File: src/rtl/key_select.sv
// ============================================================================
// Module   : key_select
// Purpose  : Debounces a noisy, multi-hot per-key hit vector against a slow
//            sample tick, then arbitrates to a single sounding key with a
//            minimum note duration. Drives a registered one-hot key_num and
//            a one-cycle note_change strobe.
// Revision : 1.0 - initial release
// ============================================================================
`default_nettype none

module key_select #(
    parameter int NKEYS       = 17,
    parameter int PRESS_CNT   = 3,
    parameter int RELEASE_CNT = 4,
    parameter int MIN_HOLD    = 8,
    parameter int CNT_W       = 4
) (
    input  logic             clock,
    input  logic             reset,
    input  logic             sample_tick,
    input  logic [NKEYS-1:0] raw_keys,
    output logic [NKEYS-1:0] key_num,
    output logic             note_on,
    output logic             note_change,
    output logic [NKEYS-1:0] pressed
);

    // Counter values at which the next agreeing sample completes a transition.
    localparam logic [CNT_W-1:0] PRESS_LAST   = CNT_W'(PRESS_CNT - 1);
    localparam logic [CNT_W-1:0] RELEASE_LAST = CNT_W'(RELEASE_CNT - 1);
    localparam logic [CNT_W-1:0] HOLD_INIT    = CNT_W'(MIN_HOLD);

    typedef enum logic [1:0] {
        IDLE = 2'd0,
        PLAY = 2'd1,
        PEND = 2'd2
    } state_t;

    // ------------------------------------------------------------------
    // Per-key debounce: count consecutive ticks that disagree with the
    // current debounced state; flip the state once enough have been seen.
    // ------------------------------------------------------------------
    for (genvar i = 0; i < NKEYS; i++) begin : g_key
        logic [CNT_W-1:0] cnt;
        logic             state_q;
        logic             disagree;
        logic [CNT_W-1:0] last;

        assign disagree   = state_q ? ~raw_keys[i] : raw_keys[i];
        assign last       = state_q ? RELEASE_LAST : PRESS_LAST;
        assign pressed[i] = state_q;

        // Debounce counter and debounced key state, advanced on ticks only.
        always_ff @(posedge clock or posedge reset) begin
            if (reset) begin
                cnt     <= '0;
                state_q <= 1'b0;
            end else if (sample_tick) begin
                if (disagree) begin
                    if (cnt >= last) begin
                        state_q <= ~state_q;
                        cnt     <= '0;
                    end else begin
                        cnt <= cnt + 1'b1;
                    end
                end else begin
                    cnt <= '0;
                end
            end
        end
    end

    // ------------------------------------------------------------------
    // Arbitration
    // ------------------------------------------------------------------
    logic [NKEYS-1:0] lowest;
    logic             sel_any;
    logic             cur_held;
    logic [CNT_W-1:0] hold_dec;

    // Isolate the lowest set bit: key 0 has priority.
    assign lowest   = pressed & (~pressed + NKEYS'(1));
    assign sel_any  = |pressed;
    assign cur_held = |(pressed & key_num);

    state_t           state, state_n;
    logic [NKEYS-1:0] key_n;
    logic [CNT_W-1:0] hold_cnt, hold_n;
    logic             change_n;
    logic             release_now;

    assign hold_dec = (sample_tick && hold_cnt != '0) ? hold_cnt - 1'b1 : hold_cnt;

    // Next-state logic: note start, sticky hold, pending release, and the
    // release rule that either hands over to the next key or goes silent.
    always_comb begin
        state_n     = state;
        key_n       = key_num;
        hold_n      = hold_cnt;
        change_n    = 1'b0;
        release_now = 1'b0;

        case (state)
            IDLE: begin
                // A note ending to silence pulses note_change; wait one cycle
                // so two strobes can never be adjacent.
                if (sel_any && !note_change) begin
                    key_n    = lowest;
                    hold_n   = HOLD_INIT;
                    state_n  = PLAY;
                    change_n = 1'b1;
                end
            end
            PLAY: begin
                hold_n = hold_dec;
                if (!cur_held) begin
                    if (hold_cnt != '0) begin
                        state_n = PEND;
                    end else begin
                        release_now = 1'b1;
                    end
                end
            end
            PEND: begin
                hold_n = hold_dec;
                if (cur_held) begin
                    state_n = PLAY;
                end else if (hold_cnt == '0) begin
                    release_now = 1'b1;
                end
            end
            default: begin
                state_n = IDLE;
                key_n   = '0;
            end
        endcase

        if (release_now) begin
            change_n = 1'b1;
            if (sel_any) begin
                key_n   = lowest;
                hold_n  = HOLD_INIT;
                state_n = PLAY;
            end else begin
                key_n   = '0;
                state_n = IDLE;
            end
        end
    end

    // Registered FSM state and outputs.
    always_ff @(posedge clock or posedge reset) begin
        if (reset) begin
            state       <= IDLE;
            key_num     <= '0;
            hold_cnt    <= '0;
            note_change <= 1'b0;
            note_on     <= 1'b0;
        end else begin
            state       <= state_n;
            key_num     <= key_n;
            hold_cnt    <= hold_n;
            note_change <= change_n;
            note_on     <= |key_n;
        end
    end

endmodule

`default_nettype wire

File: config.mk
export PLATFORM = sky130hd
export DESIGN_NAME = key_select
export DESIGN_NICKNAME = d
export VERILOG_FILES = /design/src/rtl/key_select.sv
export SDC_FILE = /design/constraint.sdc
export NUM_CORES = 1
export LEC_CHECK = 0
export BUFFER_PORTS_ARGS = -buffer_cell sky130_fd_sc_hd__buf_2
export CAP_MARGIN = 30
export CELL_PAD_IN_SITES_DETAIL_PLACEMENT = 1
export CELL_PAD_IN_SITES_GLOBAL_PLACEMENT = 1
export CORE_MARGIN = 5
export CORE_UTILIZATION = 46
export DETAILED_ROUTE_END_ITERATION = 12
export GPL_ROUTABILITY_DRIVEN = 0
export PLACE_DENSITY_LB_ADDON = 0.1
export SYNTH_ARGS = -nofsm -noshare
export SYNTH_HDL_FRONTEND = slang
export SYNTH_SLANG_ARGS = --single-unit
File: constraint.sdc
create_clock -name clock -period 3.9 [get_ports clock]
set_input_delay 0.195 -clock clock [delete_from_list [all_inputs] [get_ports clock]]
set_output_delay 0.195 -clock clock [all_outputs]
set_load 0.1 [all_outputs]
Yosys cells after proc, flatten, opt, wreduce, memory -nomap -nowiden
Cells that the tools add are included.

Add/subtract/negate cells: 19. Muxes and demuxes: 92. Reduce and logical (&&, ||, !) cells: 28. Bitwise logic cells: 37. Eq/ne operators: 6. $lt $le $gt $ge: 17.

Operators with widths (count): $mux W4 (38); $add A4 B1 Y4 const B (17); $ge A4 B2 Y1 (17); $mux W17 (3); $reduce_and A3 Y1 (17); $reduce_or A17 Y1 (3); $mux W1 (42); $and A17 B17 Y17 (2); $not A1 Y1 (34); $pmux W17 S2 (1); $add A17 B1 Y17 const B (1); $not A17 Y17 (1); $ne A3 B3 Y1 const B (4); $mux W2 (5); $pmux W4 S2 (1); $pmux W2 S3 (1); $logic_not A4 Y1 (1); $reduce_and A4 Y1 (1); $reduce_bool A4 Y1 (1); $sub A4 B1 Y4 const B (1); $eq A2 B1 Y1 const B (1); $eq A2 B2 Y1 const B (1); $logic_and A1 B1 Y1 (2); $logic_not A2 Y1 (1); 3 further kinds (3).

Flip-flop bits (word level): 110. Output and inout bits: 36. Bits of input ports: 20.

Logic depth before layout (Yosys ltp)
Gate-level depths: netlist of run 1.

Word-level depth: 7. Depth in mapped cells: 9. Gate-level depth less buffers: 8.

Least setup slack after synthesis of run 1
OpenSTA, ideal clock, no wires.

Kind: register to register. Start point: register key_num[3]. End point: register key_num[2]. Stages on the path, launching flop included: 7. Library setup time: 0.071 ns. Data required time: 3.829 ns. Slack: 1.321 ns. Buffers on the path: 0. Period minus slack after synthesis: 2.579 ns. Arrival time: 2.508 ns. Cell sequence: dfrtp_1 a222oi_1 nand3_2 or4_4 and2_4 nor3_4 a32o_1.

Word-level cells in the longest chain between the ends: 5. Elaborated cells on any way between the ends: 6. Classes of those cells: mux (4); bitwise (1); reduce/logical (1).

Ends and longest elaborated chain: from (decl) (RTL line 22) `output logic [NKEYS-1:0] key_num,`; from (signal assigned) (RTL line 161) `key_num <= key_n;`; $and A17 B17 Y17 (*) (RTL line 84) `assign cur_held = |(pressed & key_num);`; $reduce_or A17 Y1 (*) (RTL line 84); $mux W1 (on tied branches) (RTL line 126, 116); $pmux W1 S2 (*) (RTL line 103) `case (state)`; $mux W17 (*) (RTL line 138) `if (release_now) begin`; net key_n[2] (RTL line 87) `logic [NKEYS-1:0] key_n;`.

Mark *: on every way through the listed nets, which the timed path passes. The rest lies on a longest branch. A chain may end at the register's enable or synchronous reset.

Worst setup path after layout of run 1
Start point: register hold_cnt[0]. End point: register key_num[4].

Word-level cells in the longest chain between the ends: 5. Elaborated cells on any way between the ends: 8. Classes of those cells: mux (6); reduce/logical (2).

Ends and longest elaborated chain: from (decl) (RTL line 88) `logic [CNT_W-1:0] hold_cnt, hold_n;`; from (signal assigned) (RTL line 162) `hold_cnt <= hold_n;`; $logic_not A4 Y1 or $reduce_bool A4 Y1 (tied branches) (RTL line 128, 117); $mux W1 (on tied branches) (RTL line 128, 117); $mux W1 (on tied branches) (RTL line 126, 116); $pmux W1 S2 (*) (RTL line 103); $mux W17 (*) (RTL line 138); net key_n[4] (RTL line 87).

Marks and branches as above.

==> results of run 1 <==
-- how the worst max path moves through the flow --
stage,to,start,cells past startpoint,slack [ns]
6_report,key_num[4],hold_cnt[0],8,1.12
2_1_floorplan,g_key[0].cnt[0],reset,1,0.80
3_3_place_gp,note_on,g_key[2].state_q,6,1.37
3_5_place_dp,key_num[7],hold_cnt[0],8,1.21
5_1_grt,key_num[4],hold_cnt[0],8,1.02
4_1_cts,key_num[7],hold_cnt[0],8,1.19
-- through the flow --
step / hold WS (ns) / worst slack (ns) / util, %
global route: 0.0952 / 1.02 / 51.5
detailed placement: 0.360 / 1.21 / 49.1
floorplan: 0.345 / 0.803 / -
finish: 0.0984 / 1.12 / 51.5
global placement: 0.356 / 1.37 / 49.1
CTS: 0.0817 / 1.19 / 51.5
-- flip-flops by register name (all words and copies together) (netlist names) --
signal	flops
g_key.cnt	68
g_key.state_q	17
key_num	17
hold_cnt	4
state	2
note_change	1
note_on	1
-- synthesized netlist by cell type (all sizes together), types with 3 or more instances --
library cell,number
o21ai,59
clkbuf,12
xor2,18
dfrtp,110
and3,17
nor2,11
nor3,22
a2bb2oi,3
nor2b,36
nand2b,3
or4,5
buf,20
nor4,8
a22o,5
a21oi,23
a22oi,8
nand2,60
nand3,4
nand4,4
a32o,10
ha,41
mux2,17
inv,79
-- metal layers --
layer  share of wire (%)  track usage (%)  up-vias
met1                  44             24.6     2167
li1                    -                -     2081
met2                  50             34.2       66
met3                 4.6             4.52       13
met4                 1.7             6.09        0
met5                   0                0        -
-- where the power goes --
part | internal, mW | total [mW] | switching [mW] | leakage [nW]
Clock | 0.514 | 0.925 | 0.411 | 0.143
Sequential | 1.46 | 1.88 | 0.413 | 1.46
Combinational | 0.820 | 2.76 | 1.94 | 1.57
-- cell families after synthesis --
| logic type | Yosys count | share of synthesized area (%) |
|---|---|---|
| muxes | 18 | 3.46 |
| and+or+nand+nor | 178 | 16.5 |
| DFF | 110 | 47.2 |
| buffers and inverters | 111 | 8.52 |
| AOI/OAI and AO/OA | 119 | 12.7 |
| adders and majority gates | 41 | 8.80 |
| xor gates and xnor gates | 18 | 2.71 |
-- final cells by class --
cell class	instances	share of cell area [%]
clock buffer	12	3.82
sequential	110	42.7
multi-input combinational	374	40.0
inverter	79	4.64
tap	172	3.34
timing repair buffer	60	4.89
clock inverter	3	0.679
==> impl_metrics.tcl, run 1 <==
set metrics [dict create \
    drtIter0Drc 152 \
    start_util_pct 46.6 \
    postRouteAntennaNets 0 \
    place_area_sq_mm 0.00615 \
    htree_levels 3 \
    finalSetupViolCount 0 \
    grt_max_degree 56 \
    die_w_um 123 \
    cp.arrival_ns 3.07 \
    syn-instance-count 595 \
    cts_root_buffer "clkbuf_16" \
    cts_setup_buffers 0 \
    wl_per_cell_um 16.9 \
    io_buffers 55 \
    drive_above_1_share_pct 15.7 \
    grt_first_pass_wirelength_um 23300 \
    setup.worst_path.start_class "register" \
    cts_buffer_depth 2 \
    cts_resized 0 \
    critPathKind "reg2reg" \
    wl_um 13700 \
    numPlacedInstances 794 \
    clock_latency_ns 0.36 \
    r2r-end "key_num[4]" \
    cp-end-kind "register" \
    cts_inserted_buffers 9 \
    ys.flop_type "dfrtp_1" \
    tightest_slew_ns 0.760 \
    slowest_delay_ns 0.54 \
    max_clock_freq_ghz 0.360 \
    finish.instance_area_sq_mm 0.00645 \
    yosysTopAreaCell "dfrtp_1" \
    grt_pass1_vias 4654 \
    slew_headroom_pct 49.1 \
    row_count 41 \
    grt_util_all_layers_pct 19.8 \
    synth_edf_count 0 \
    skew_ns 0.00949 \
    r2r_start "hold_cnt[0]" \
    vias_per_cell 5.34 \
    io_pins 56 \
    powerDensity_mw_per_mm2 863 \
    ys_ff_latch 110 \
    grt-ovfl-total 0 \
    final_max_slew_viol_count 0 \
    critPathSlowestCell "nor3b_1" \
    min_from "raw_keys[3]" \
    cp_max_fo 7 \
    regArea_sq_mm 0.00275 \
    cts_sinks 110 \
    whs_endpoint "g_key[3].state_q" \
    min_period_over_period_pct 71.3 \
    rr_worst_depth 8 \
    crit_required_ns 4.19 \
    final_nets 695 \
    drc 0 \
    synthArstFlopShare_pct 100 \
    yosysSeqAreaShare_pct 47.2 \
    final_cell_mix "dfrtp_1 (110), inv_1 (78), nand2_1 (60)" \
    path_cells "inv_1, ha_1, nor3b_1, o211ai_1, or4_4, and2_4, nor3_4, a32o_1" \
    hold-path-cell-count 2 \
    p_leak_nw 3.18 \
    die-height_um 123 \
    final_common_cell "dfrtp_1" \
    tritoncts "built" \
    multi_input_area_sq_mm 0.00258 \
    yosysWarnings 0 \
    diodes 0 \
    fin_cells 810 \
    hold_violations 0 \
    core_sq_mm 0.0125 \
    rsz0062_at_grt "false" \
    cp_top_family "simple AND/OR/NAND/NOR gates" \
    tns_ns 0 \
    first_pass_iters 4 \
    finalPower_mw 5.57 \
    vdd_drop_max_mv 0.562 \
    area_growth_pct 10.7 \
    syn-cell-area_sq_mm 0.00583 \
    dieArea_sq_mm 0.0150 \
    syn-num-nets 656 \
    synth_area_leaders "dfrtp_1 (47%), ha_1 (8.8%), inv_1 (5.1%), o21ai_0 (4.9%), nand2_1 (3.9%)" \
    cap_violations 0 \
    hpwl_um 10300 \
    outcome "complete, no violations" \
    hold_path.class "in2reg" \
    antenna_found_initial 0 \
    dr_total_vias 4327 \
    reg2reg_slack_ns 1.12 \
    clkTransAtPathRegs_ns 0.07 \
    yosysTopAreaCellShare_pct 47.2 \
    period_minus_slack_ns 2.78 \
    fillCellCount 1485 \
    cts_hold_buffers 1 \
    synth_cell_type_count 48 \
    critPathBufInv 1 \
    synth.avg_cell_area_sq_um 9.79 \
]
Power figures use the tool's default switching activity.
==> run 2: changes to the inputs <==
CORE_UTILIZATION = 42   (was 46)
clock period = 2.5 ns   (was 3.9 ns; I/O delays follow)
==> impl_metrics.tcl, run 2 (same netlist as run 1, synthesis figures left out) <==
set metrics [dict create \
    p_sw_mw 4.41 \
    skew_ns 0.00699 \
    critPathSlowestCell "or4_4" \
    power_frac_comb_pct 53.8 \
    finish.instance_area_sq_mm 0.00673 \
    dieArea_sq_mm 0.0163 \
    start_util_pct 42.5 \
    r2r_start "g_key[3].state_q" \
    clkTransAtPathRegs_ns 0.08 \
    crit_required_ns 2.80 \
    cts_sinks 110 \
    drtIter0Drc 120 \
    diodes 0 \
    hold-path-cell-count 2 \
    postRouteAntennaNets 0 \
    grt_max_degree 67 \
    top_register "g_key.cnt" \
    hpwl_um 10600 \
    first_pass_iters 4 \
    area_growth_pct 15.4 \
    rr_worst_depth 6 \
    critPathKind "reg2reg" \
    r2r-end "key_num[3]" \
    outcome "complete, no violations" \
    max_clock_freq_ghz 0.417 \
    grt_first_pass_wirelength_um 24100 \
    place_area_sq_mm 0.00639 \
    final_max_slew_viol_count 0 \
    reg2reg_slack_ns 0.10 \
    fin_cells 846 \
    cts_buffer_depth 2 \
    min_period_over_period_pct 95.9 \
    top_regs "g_key.cnt (68), g_key.state_q (17), key_num (17)" \
    drc 0 \
    pre_cts_slack_ns 0.0429 \
    hold_violations 0 \
    tns_ns 0 \
    tritoncts "built" \
    cts_root_buffer "clkbuf_16" \
    cap_violations 0 \
    htree_levels 3 \
    grt_util_all_layers_pct 18.5 \
    setup.worst_path.start_class "register" \
    p_clk_share_pct 16.2 \
    p_int_mw 4.63 \
    io_buffers 55 \
    power_frac_seq_pct 30.0 \
    wl_um 14100 \
    drive_above_1_share_pct 20.3 \
    io_pins 56 \
    setup_ws_ns 0.103 \
    cp-end-kind "register" \
    largest_register_ffs 68 \
    tightest_slew_ns 0.854 \
    hold_path.class "in2reg" \
    final_cell_mix "dfrtp_1 (106), inv_1 (78), nand2_1 (60)" \
    grt_pass1_vias 4878 \
    die-height_um 128 \
    die_w_um 128 \
    final_common_cell "dfrtp_1" \
    p_leak_nw 3.32 \
    vias_per_cell 5.27 \
    powerDensity_mw_per_mm2 1340 \
    numPlacedInstances 827 \
    swShare_pct 48.8 \
    row_count 43 \
    slowest_delay_ns 0.52 \
    whs_endpoint "g_key[2].state_q" \
    path_cells "a222oi_1, nand3_2, or4_4, and2_4, nor3_4, a32o_1" \
    cp_max_fo 7 \
    final_nets 722 \
    finalSetupViolCount 0 \
    cts_inserted_buffers 9 \
    clock_latency_ns 0.36 \
    dr_total_vias 4460 \
    slew_headroom_pct 42.9 \
    rsz0062_at_grt "false" \
    period_minus_slack_ns 2.40 \
    core_sq_mm 0.0137 \
    cp.arrival_ns 2.69 \
    wl_per_cell_um 16.7 \
    grt-ovfl-total 0 \
    min_from "raw_keys[2]" \
    antenna_found_initial 0 \
    vdd_drop_max_mv 0.640 \
]
run 2: cell count changes in the layout (fill, tap and decap cells not counted), sizes merged:
| cell | before | now |
|---|---|---|
| bufinv | 1 | 0 |
| clkinvlp | 0 | 2 |
| clkbuf | 12 | 13 |
| buf | 59 | 86 |
| inv | 80 | 79 |
run 2: cell type report:
cell class | instances | area (sq um)
clock buffers | 13 | 280
clock inverters | 3 | 25.0
fillers | 1571 | 6990
inverters | 79 | 300
multi-input cells | 374 | 2580
flip-flops and latches | 110 | 2760
well taps | 180 | 225
repair buffers | 87 | 556
run 2: power by group through the flow:
stage | sequential (mW) | clock (mW) | combinational, mW
6_report | 2.71 | 1.47 | 4.86
5_1_grt | 2.79 | 1.58 | 5.38
4_1_cts | 2.72 | 1.52 | 4.91
3_5_place_dp | 2.75 | 0 | 4.88
3_3_place_gp | 2.72 | 0 | 4.70
2_1_floorplan | 3.04 | 0 | 3.46
run 2: stage by stage:
stage / utilization [%] / hold slack (ns) / power [mW]
after floorplan: - / 0.275 / 6.51
after global placement: 46.6 / 0.339 / 7.42
after detailed placement: 46.6 / 0.344 / 7.63
after CTS: 48.9 / 0.0213 / 9.15
after global routing: 49.0 / 0.0297 / 9.75
final: 49.0 / 0.0323 / 9.04
run 2: what timing repair did:
item	4_1_cts	5_1_grt
setup buffers	0	2
resized for setup	0	2
endpoints found under the setup margin	0	14
hold endpoints to repair	34	0
hold buffers	1	0
run 2: critical path, delay by kind of cell, from the launching register on:
kind             cells  cell delay [ns]
AO/OA/AOI/OAI        2             0.68
flip-flops           1             0.45
AND/OR/NAND/NOR      4             1.20
run 2: worst max-delay path by stage:
stage	slack [ns]	to	depth (start not counted)	start
2_1_floorplan	0.08	key_num[3]	6	key_num[5]
3_3_place_gp	0.16	key_num[3]	8	hold_cnt[0]
3_5_place_dp	0.04	key_num[3]	8	hold_cnt[0]
4_1_cts	0.003	key_num[3]	8	hold_cnt[0]
5_1_grt	0.002	key_num[3]	8	hold_cnt[1]
6_report	0.10	key_num[3]	6	g_key[3].state_q
run 2: layer usage:
metal	wire length (um)	global-route usage, %	share of wire, %
met1	6300	23.5	45
met2	7080	31.5	50
met3	514	3.46	3.6
met4	237	6.93	1.7
met5	0	0	0
